File: src/rtl/oam_dma_pkg.sv
// Shared constants, state encoding and helpers for the OAM DMA engine.
// The optional OAM_DMA_ECHO_EN build uses echo_hi() to fold E0-FF sources onto C0-DF.
package oam_dma_pkg;

    localparam logic [15:0] DMA_REG_ADDR_DEFAULT = 16'hFF46;
    localparam int          XFER_LEN_DEFAULT     = 160;
    localparam logic [15:0] HRAM_LO              = 16'hFF80;
    localparam logic [15:0] HRAM_HI              = 16'hFFFE;

    typedef logic [1:0] state_t;
    localparam state_t IDLE  = 2'd0;
    localparam state_t START = 2'd1;
    localparam state_t RD    = 2'd2;
    localparam state_t WR    = 2'd3;

    function automatic logic [7:0] echo_hi(input logic [7:0] hi);
        return (hi >= 8'hE0) ? (hi - 8'h20) : hi;
    endfunction

endpackage

File: src/rtl/oam_dma_cpu_gate.sv
// CPU-side bus multiplexer: full pass-through when idle, HRAM/DMA-register only while a
// transfer runs. The DMA owns the bus during its read cycle; CPU accesses wait for START/WR.
module oam_dma_cpu_gate
    import oam_dma_pkg::*;
#(
    parameter logic [15:0] DMA_REG_ADDR = DMA_REG_ADDR_DEFAULT
) (
    input  logic [15:0] cpu_a,
    input  logic [7:0]  cpu_dout,
    output logic [7:0]  cpu_din,
    input  logic        cpu_rd,
    input  logic        cpu_wr,
    input  logic        dma_active,
    input  logic        dma_rd,
    input  logic [15:0] dma_bus_a,
    input  logic [7:0]  src_hi,
    output logic [15:0] bus_a,
    output logic [7:0]  bus_dout,
    input  logic [7:0]  bus_din,
    output logic        bus_rd,
    output logic        bus_wr
);

    logic is_reg;
    logic is_hram;
    logic cpu_owns;

    assign is_reg   = (cpu_a == DMA_REG_ADDR);
    assign is_hram  = (cpu_a >= HRAM_LO) && (cpu_a <= HRAM_HI);
    assign cpu_owns = (!dma_active || is_hram || is_reg) && !dma_rd;

    // NOTE: every output gets a default first so no path through this block infers a latch.
    always_comb begin
        bus_a    = 16'h0000;
        bus_dout = 8'h00;
        bus_rd   = 1'b0;
        bus_wr   = 1'b0;
        cpu_din  = 8'hFF;
        if (dma_rd) begin
            bus_a  = dma_bus_a;
            bus_rd = 1'b1;
        end else if (cpu_owns) begin
            bus_a    = cpu_a;
            bus_dout = cpu_dout;
            bus_rd   = cpu_rd;
            bus_wr   = cpu_wr;
            cpu_din  = bus_din;
        end
        if (is_reg)
            cpu_din = src_hi;
    end

endmodule

File: src/rtl/oam_dma.sv
// OAM DMA engine: a write to DMA_REG_ADDR copies XFER_LEN bytes from {src_hi, 00} into OAM.
// Define OAM_DMA_ECHO_EN to redirect sources E0-FF onto echo RAM C0-DF.
module oam_dma
    import oam_dma_pkg::*;
#(
    parameter logic [15:0] DMA_REG_ADDR = DMA_REG_ADDR_DEFAULT,
    parameter int          XFER_LEN     = XFER_LEN_DEFAULT
) (
    input  logic        clk,
    input  logic        rst,
    input  logic [15:0] cpu_a,
    input  logic [7:0]  cpu_dout,
    output logic [7:0]  cpu_din,
    input  logic        cpu_rd,
    input  logic        cpu_wr,
    output logic [15:0] bus_a,
    output logic [7:0]  bus_dout,
    input  logic [7:0]  bus_din,
    output logic        bus_rd,
    output logic        bus_wr,
    output logic [7:0]  oam_a,
    output logic [7:0]  oam_dout,
    output logic        oam_wr,
    output logic        dma_active
);

    localparam logic [7:0] LAST_IDX = 8'(XFER_LEN - 1);

    state_t     state;
    logic [7:0] idx;
    logic [7:0] src_hi;
    logic [7:0] src_hi_eff;
    logic [7:0] data_q;
    logic       trigger;

    assign trigger = cpu_wr && (cpu_a == DMA_REG_ADDR);

`ifdef OAM_DMA_ECHO_EN
    assign src_hi_eff = echo_hi(src_hi);
`else
    assign src_hi_eff = src_hi;
`endif

    // NOTE: state uses non-blocking assignments so every flop samples pre-edge values.
    always_ff @(posedge clk or negedge rst) begin
        if (!rst) begin
            state  <= IDLE;
            idx    <= 8'h00;
            src_hi <= 8'h00;
            data_q <= 8'h00;
        end else if (trigger) begin
            // A trigger in any state restarts from byte 0, abandoning any transfer in flight.
            src_hi <= cpu_dout;
            idx    <= 8'h00;
            state  <= START;
        end else begin
            case (state)
                START: state <= RD;
                RD: begin
                    data_q <= bus_din;
                    state  <= WR;
                end
                WR: begin
                    if (idx == LAST_IDX) begin
                        idx   <= 8'h00;
                        state <= IDLE;
                    end else begin
                        idx   <= idx + 8'h01;
                        state <= RD;
                    end
                end
                default: state <= IDLE;
            endcase
        end
    end

    // Decoded straight from state so an asynchronous reset silences OAM at once.
    assign dma_active = (state != IDLE);
    assign oam_wr     = (state == WR);
    assign oam_a      = oam_wr ? idx : 8'h00;
    assign oam_dout   = oam_wr ? data_q : 8'h00;

    oam_dma_cpu_gate #(
        .DMA_REG_ADDR(DMA_REG_ADDR)
    ) u_cpu_gate (
        .cpu_a     (cpu_a),
        .cpu_dout  (cpu_dout),
        .cpu_din   (cpu_din),
        .cpu_rd    (cpu_rd),
        .cpu_wr    (cpu_wr),
        .dma_active(dma_active),
        .dma_rd    (state == RD),
        .dma_bus_a ({src_hi_eff, idx}),
        .src_hi    (src_hi),
        .bus_a     (bus_a),
        .bus_dout  (bus_dout),
        .bus_din   (bus_din),
        .bus_rd    (bus_rd),
        .bus_wr    (bus_wr)
    );

endmodule

File: config.mk
export PLATFORM = sky130hd
export DESIGN_NAME = oam_dma
export DESIGN_NICKNAME = d
export VERILOG_FILES = /design/src/rtl/oam_dma_pkg.sv /design/src/rtl/oam_dma_cpu_gate.sv /design/src/rtl/oam_dma.sv
export SDC_FILE = /design/constraint.sdc
export NUM_CORES = 1
export LEC_CHECK = 0
export CAP_MARGIN = 0
export CORE_MARGIN = 3
export CORE_UTILIZATION = 35
export DETAILED_ROUTE_END_ITERATION = 12
export DONT_BUFFER_PORTS = 1
export PLACE_DENSITY = 0.57
export SETUP_SLACK_MARGIN = 0.5
export SLEW_MARGIN = 20
export SYNTH_ARGS = -nofsm -noshare
export SYNTH_HDL_FRONTEND = slang
export SYNTH_SLANG_ARGS = --single-unit
File: constraint.sdc
create_clock -name clk -period 1.65 [get_ports clk]
set_input_delay 0 -clock clk [delete_from_list [all_inputs] [get_ports clk]]
set_output_delay 0 -clock clk [all_outputs]
set_load 0.02 [all_outputs]
==> results of run 1 <==
layout by cell type (no fill, tap or decap), types with 4 or more instances in the layout:
cell type	n
buf_4	24
dfrtp_1	20
buf_6	18
dlygate4sd3_1	17
and3_4	16
nor2_1	13
and2_4	10
a22o_4	8
mux2_4	8
mux2_2	8
dfrtp_2	6
a2bb2oi_2	5
nand2_1	5
buf_12	5
nand3_1	4
o22ai_4	4
a21oi_2	4
a221o_1	4
layer usage:
layer | part of all wire [%] | wire [µm] | vias up
li1 | - | - | 793
met2 | 51 | 3375 | 81
met5 | 0 | 0 | -
met4 | 2.4 | 162 | 0
met1 | 39 | 2610 | 888
met3 | 7.6 | 508 | 14
layout make-up:
type                       count  area share (%)
tap                           67           2.777
clock buffer                   3           1.368
inverter                       2          0.4144
timing repair buffer          66           22.63
sequential                    26           21.80
clock inverter                 1          0.9946
multi-input combinational    137           50.02
kinds of logic after synthesis:
family,Yosys count,share of synthesized area (%)
AOI/OAI and AO/OA,42,18.89
xor gates and xnor gates,3,1.509
buffers and inverters,11,3.664
adders and majority gates,1,0.7183
and+or+nand+nor,70,24.64
DFF,26,37.36
muxes,21,13.22
what timing repair did:
action                                  CTS  global route
endpoints found under the hold margin    42             0
endpoints found under the setup margin   70            78
resized for setup                        52            51
pin swaps                                11            11
setup buffers                            15             6
cloned                                    1             1
hold buffers                             18             0
stage by stage:
| stage | total power (W) | hold slack (ns) | cell area [µm²] |
|---|---|---|---|
| floorplan | 0.002687 | -0.2956 | 1893 |
| global placement | 0.003183 | -0.2948 | 2088 |
| detailed placement | 0.003242 | -0.2947 | 2088 |
| CTS | 0.004629 | 0.04516 | 2686 |
| global route | 0.005444 | 0.04098 | 3019 |
| finish | 0.005183 | 0.05038 | 3019 |
registers in the layout, summed over array words and instances, names as in the netlist:
signal / flops
src_hi: 8
state: 2
data_q: 8
idx: 8
worst max-delay path by stage:
stage               startpoint           to  depth (start not counted)
detailed placement    state[1]    data_q[3]                          3
CTS                   state[0]     bus_a[7]                          5
global placement      state[1]    data_q[5]                          3
floorplan             state[0]  bus_dout[3]                          5
global route          state[0]     bus_a[7]                          5
finish                state[0]       idx[5]                          5
power groups by stage:
stage                     clock (W)  sequential [W]  combinational [W]
final                      0.000540         0.00103            0.00361
after floorplan                   0        0.000983            0.00170
after detailed placement          0         0.00109            0.00216
after global routing       0.000583         0.00106            0.00380
after global placement            0         0.00107            0.00211
after CTS                  0.000550         0.00101            0.00307
critical path, stage by stage, from the launching register on:
cell	delay, ns
dfrtp_2	0.48
buf_4	0.17
buf_6	0.13
and3_2	0.21
a31o_4	0.23
nor4_4	0.27
==> metrics.txt, run 1 <==
outcome=finished, final reports clean; Tot GR Track Use=21.54%; IO Port Bufs=0; FF-to-FF Start=state[0]; Fin. Hold Viols=0; Synth area leaders=dfrtp_1 37%, mux2_2 10%, and3_1 6.1%, and2_1 4.3%, a22o_1 4.0%; pre-CTS setup slack=0.08900 ns; drt pass-1 iters=4; DR iter-0 viols=108; CP Capture Type=register; asr flop ratio synth=100.0%; Synthesized Nets=211; Clock power frac=10.4%; mapped cell area=0.001742 mm²; Hold Path End=data_q[7]; Final setup viols=0; Net Sw Frac=42.56%; # fillers=347; Critical Path Start Type=register; NetSw=0.002206 W; Syn-to-layout area delta=73.35%; critical path peak fanout=5; starting density of the core=36.63%; Residual DRC=0; Final period util=96.11%; combinational power share=69.7%; Num CTS Buffers=3; FF+latch area=658.1 µm²; Inst Count DP=257; NumNets Final=273; fin crit period=1.586 ns; Worst EP required=1.83 ns; Post-synth top flop=dfrtp_1; Core Area=0.004755 mm²; Yosys top cell area share=37.36%; Reg clk slew, reported paths=0.10 ns; Reg2Reg Depth=5; die area=0.005858 mm²; io pins=88; Vias=1776; latest clock arrival within the worst-skew pair=0.28 ns; Worst Tran Pin Value=0.5844 ns; RSZ-0062 raised after global routing=yes; Yosys warnings=0; Post-synth EDFFs=0; met2 usage=35.59%; Top Usage Layer GRT=met2; gr ovfl total=0; initial antenna violation count=0; cell-internal power=0.002977 W; leak pwr=1.243 nW; Max clock buf depth=2; CTS H-tree lvls=1; clock sink total=26; Clock Tree Root=clkbuf_8; vias per inst=5.881; area of the multi-input gates=0.001510 mm²; vias in the first global route=1789; Antenna Nets Post-Route=0; Seq pwr share=19.9%; die height=76.54 µm; row count=25; CTS tree=built; Synth cell types=40; Worst Path Arrival=1.77 ns; synth cell count leaders=26 x dfrtp_1, 17 x and3_1, 16 x mux2_2; most numerous cell in the Yosys netlist=dfrtp_1; largest net degree at the start of global routing=27; GR met3 Demand/Resource=5.674%; TNS Setup=0 ns; first-pass GRT wire length=9.742 mm; final setup margin=0.06420 ns; Wirelength per Cell=22.04 µm; fin util=63.50%; Max-cap violations=0; GPL Wtd Cong=0.8102; Seq/Total Area, Yosys=37.36%; Avg Cell Area, Syn=10.01 µm²; Die Width=76.54 µm; Final Max Slew Viols=0; share of layout cells above drive strength 1=63.40%; PwrDens=1717 mW/mm²; fin cells=302; FMAX=630.6 MHz; post-synth top area cell=dfrtp_1; Routed WL=6.657 mm; Worst R2R End=idx[5]; max_slew headroom=60.93%; met1 Use GR=26.57%; diode count=0; Peak supply drop=0.6946 mV; worst hold-check path type=in -> reg; worst hold path depth=2; Seq cells post-synth=26; dpl hpwl=4.268 mm; Hold Startpoint=cpu_wr; reg-to-reg setup timing slack=0.06 ns; Crit Path Class=reg -> reg; Max Clock Skew=0.003275 ns; Cells after Synth=174
No activity file was read; power rests on OpenSTA's default activity.
==> inputs of run 2 (changes only) <==
==> constraint.sdc (replaced) <==
create_clock -name clk -period 1.65 [get_ports clk]
set_input_delay 0.0825 -clock clk [delete_from_list [all_inputs] [get_ports clk]]
set_output_delay 0.0825 -clock clk [all_outputs]
set_load 0.02 [all_outputs]
==> metrics.txt, run 2 (synthesized netlist as in run 1, its figures left out) <==
clock sink total=26; worst hold-check path type=in -> reg; FMAX=588.7 MHz; Vias=1766; gr ovfl total=0; Tot GR Track Use=20.52%; leak pwr=1.227 nW; Max Clock Skew=0.009164 ns; Wirelength per Cell=20.54 µm; vias per inst=5.734; DR iter-0 viols=85; leading registers by flop count=data_q (8), idx (8), src_hi (8); Crit Path Class=reg -> out; FF-to-FF Start=state[0]; Core Area=0.004755 mm²; Residual DRC=0; CTS H-tree lvls=1; Routed WL=6.325 mm; Clock Tree Root=clkbuf_8; CTS tree=built; worst hold path depth=2; Final Max Slew Viols=0; Hold Path End=src_hi[4]; row count=25; max_slew headroom=65.38%; drt pass-1 iters=4; share of layout cells above drive strength 1=62.24%; Worst R2R End=data_q[0]; diode count=0; final hold slack=0.1610 ns; Hold Startpoint=cpu_wr; starting density of the core=36.63%; NumNets Final=279; Antenna Nets Post-Route=0; io pins=88; reg-to-reg setup timing slack=0.01 ns; Max clock buf depth=2; critical path peak fanout=9; Syn-to-layout area delta=66.52%; Num CTS Buffers=3; IO Port Bufs=0; fin crit period=1.699 ns; pre-CTS setup slack=0.05701 ns; die area=0.005858 mm²; initial antenna violation count=0; Die Width=76.54 µm; Reg2Reg Depth=6; latest clock arrival within the worst-skew pair=0.29 ns; Worst EP required=1.57 ns; outcome=finished, violations left; Peak supply drop=0.8234 mV; largest net degree at the start of global routing=27; vias in the first global route=1819; Final Cell Area=0.002900 mm²; failing checks=negative setup slack; Fin. Hold Viols=0; Final setup viols=18; Reg clk slew, reported paths=0.10 ns; RSZ-0062 raised after global routing=yes; Critical Path Start Type=register; commonest non-fill, non-tap cell in the layout=buf_4; Worst Path Arrival=1.62 ns; CP Capture Type=output pin; Final period util=103.0%; GPL Wtd Cong=0.8854; dpl hpwl=4.336 mm; Max-cap violations=0; PwrDens=1726 mW/mm²; die height=76.54 µm; Worst Tran Pin Value=0.5158 ns; first-pass GRT wire length=9.694 mm; most frequent cells in the layout=34 x buf_4, 21 x dfrtp_1, 17 x and3_4, 17 x dlygate4sd3_1, 15 x buf_6; final setup margin=-0.04875 ns; Placed Area=0.002141 mm²
run 2: cell count changes in the layout (fill, tap and decap cells not counted), sizes merged:
cell and change:
and2 +1, buf +6, clkbuf -1
run 2: critical path: stages, from the launching register on:
cell,delay (ns)
dfrtp_2,0.47
nor2_4,0.15
inv_4,0.05
a22oi_2,0.25
buf_6,0.19
a22o_2,0.21
run 2: report_power, final:
part           total [W]  internal (W)  switching, W
Clock           0.000554      0.000326      0.000229
Combinational    0.00341       0.00167       0.00175
Sequential       0.00104      0.000842      0.000196
Total            0.00501       0.00283       0.00217
run 2: repair_timing:
action | in CTS | in global routing
setup buffers | 12 | 9
cloned | 3 | 0
hold buffers | 18 | 0
gates resized for setup | 46 | 34
pin swaps | 10 | 7
endpoints found under the setup margin | 75 | 77
endpoints found under the hold margin | 42 | 0
run 2: final cells by class:
cell class / instances / area (µm²)
Sequential cell: 26 / 656.9
Fill cell: 392 / 1854
Timing Repair Buffer: 71 / 659.4
Clock buffer: 3 / 41.29
Tap cell: 67 / 83.83
Inverter: 2 / 12.51
Multi-Input combinational cell: 138 / 1416
Clock inverter: 1 / 30.03
run 2: worst max-delay path by stage:
stage,start,depth (start not counted),slack [ns],endpoint
floorplan,state[0],5,0.17,bus_dout[0]
global placement,state[1],3,0.09,data_q[1]
detailed placement,state[1],3,0.06,data_q[4]
CTS,state[1],5,0.01,bus_a[6]
global route,state[0],5,-0.08,bus_a[0]
finish,state[0],5,-0.05,bus_a[6]
run 2: routing by layer:
| metal | vias up | global-route usage (%) | part of all wire, % |
|---|---|---|---|
| li1 | 805 | - | - |
| met1 | 875 | 23.39 | 39 |
| met2 | 76 | 37.17 | 52 |
| met3 | 10 | 6.028 | 7.5 |
| met4 | 0 | 5.435 | 1.4 |
| met5 | - | 0 | 0 |
run 2: stage by stage:
stage          util [%]  setup TNS, ns  power [W]  cells
6_report          61.00        -0.4734   0.005006    308
5_1_grt           61.00         -1.294   0.005239    308
4_1_cts           56.05              0   0.004480    299
3_5_place_dp      45.03              0   0.003304    262
3_3_place_gp      45.03              0   0.003246    262
2_1_floorplan         -              0   0.002697    174
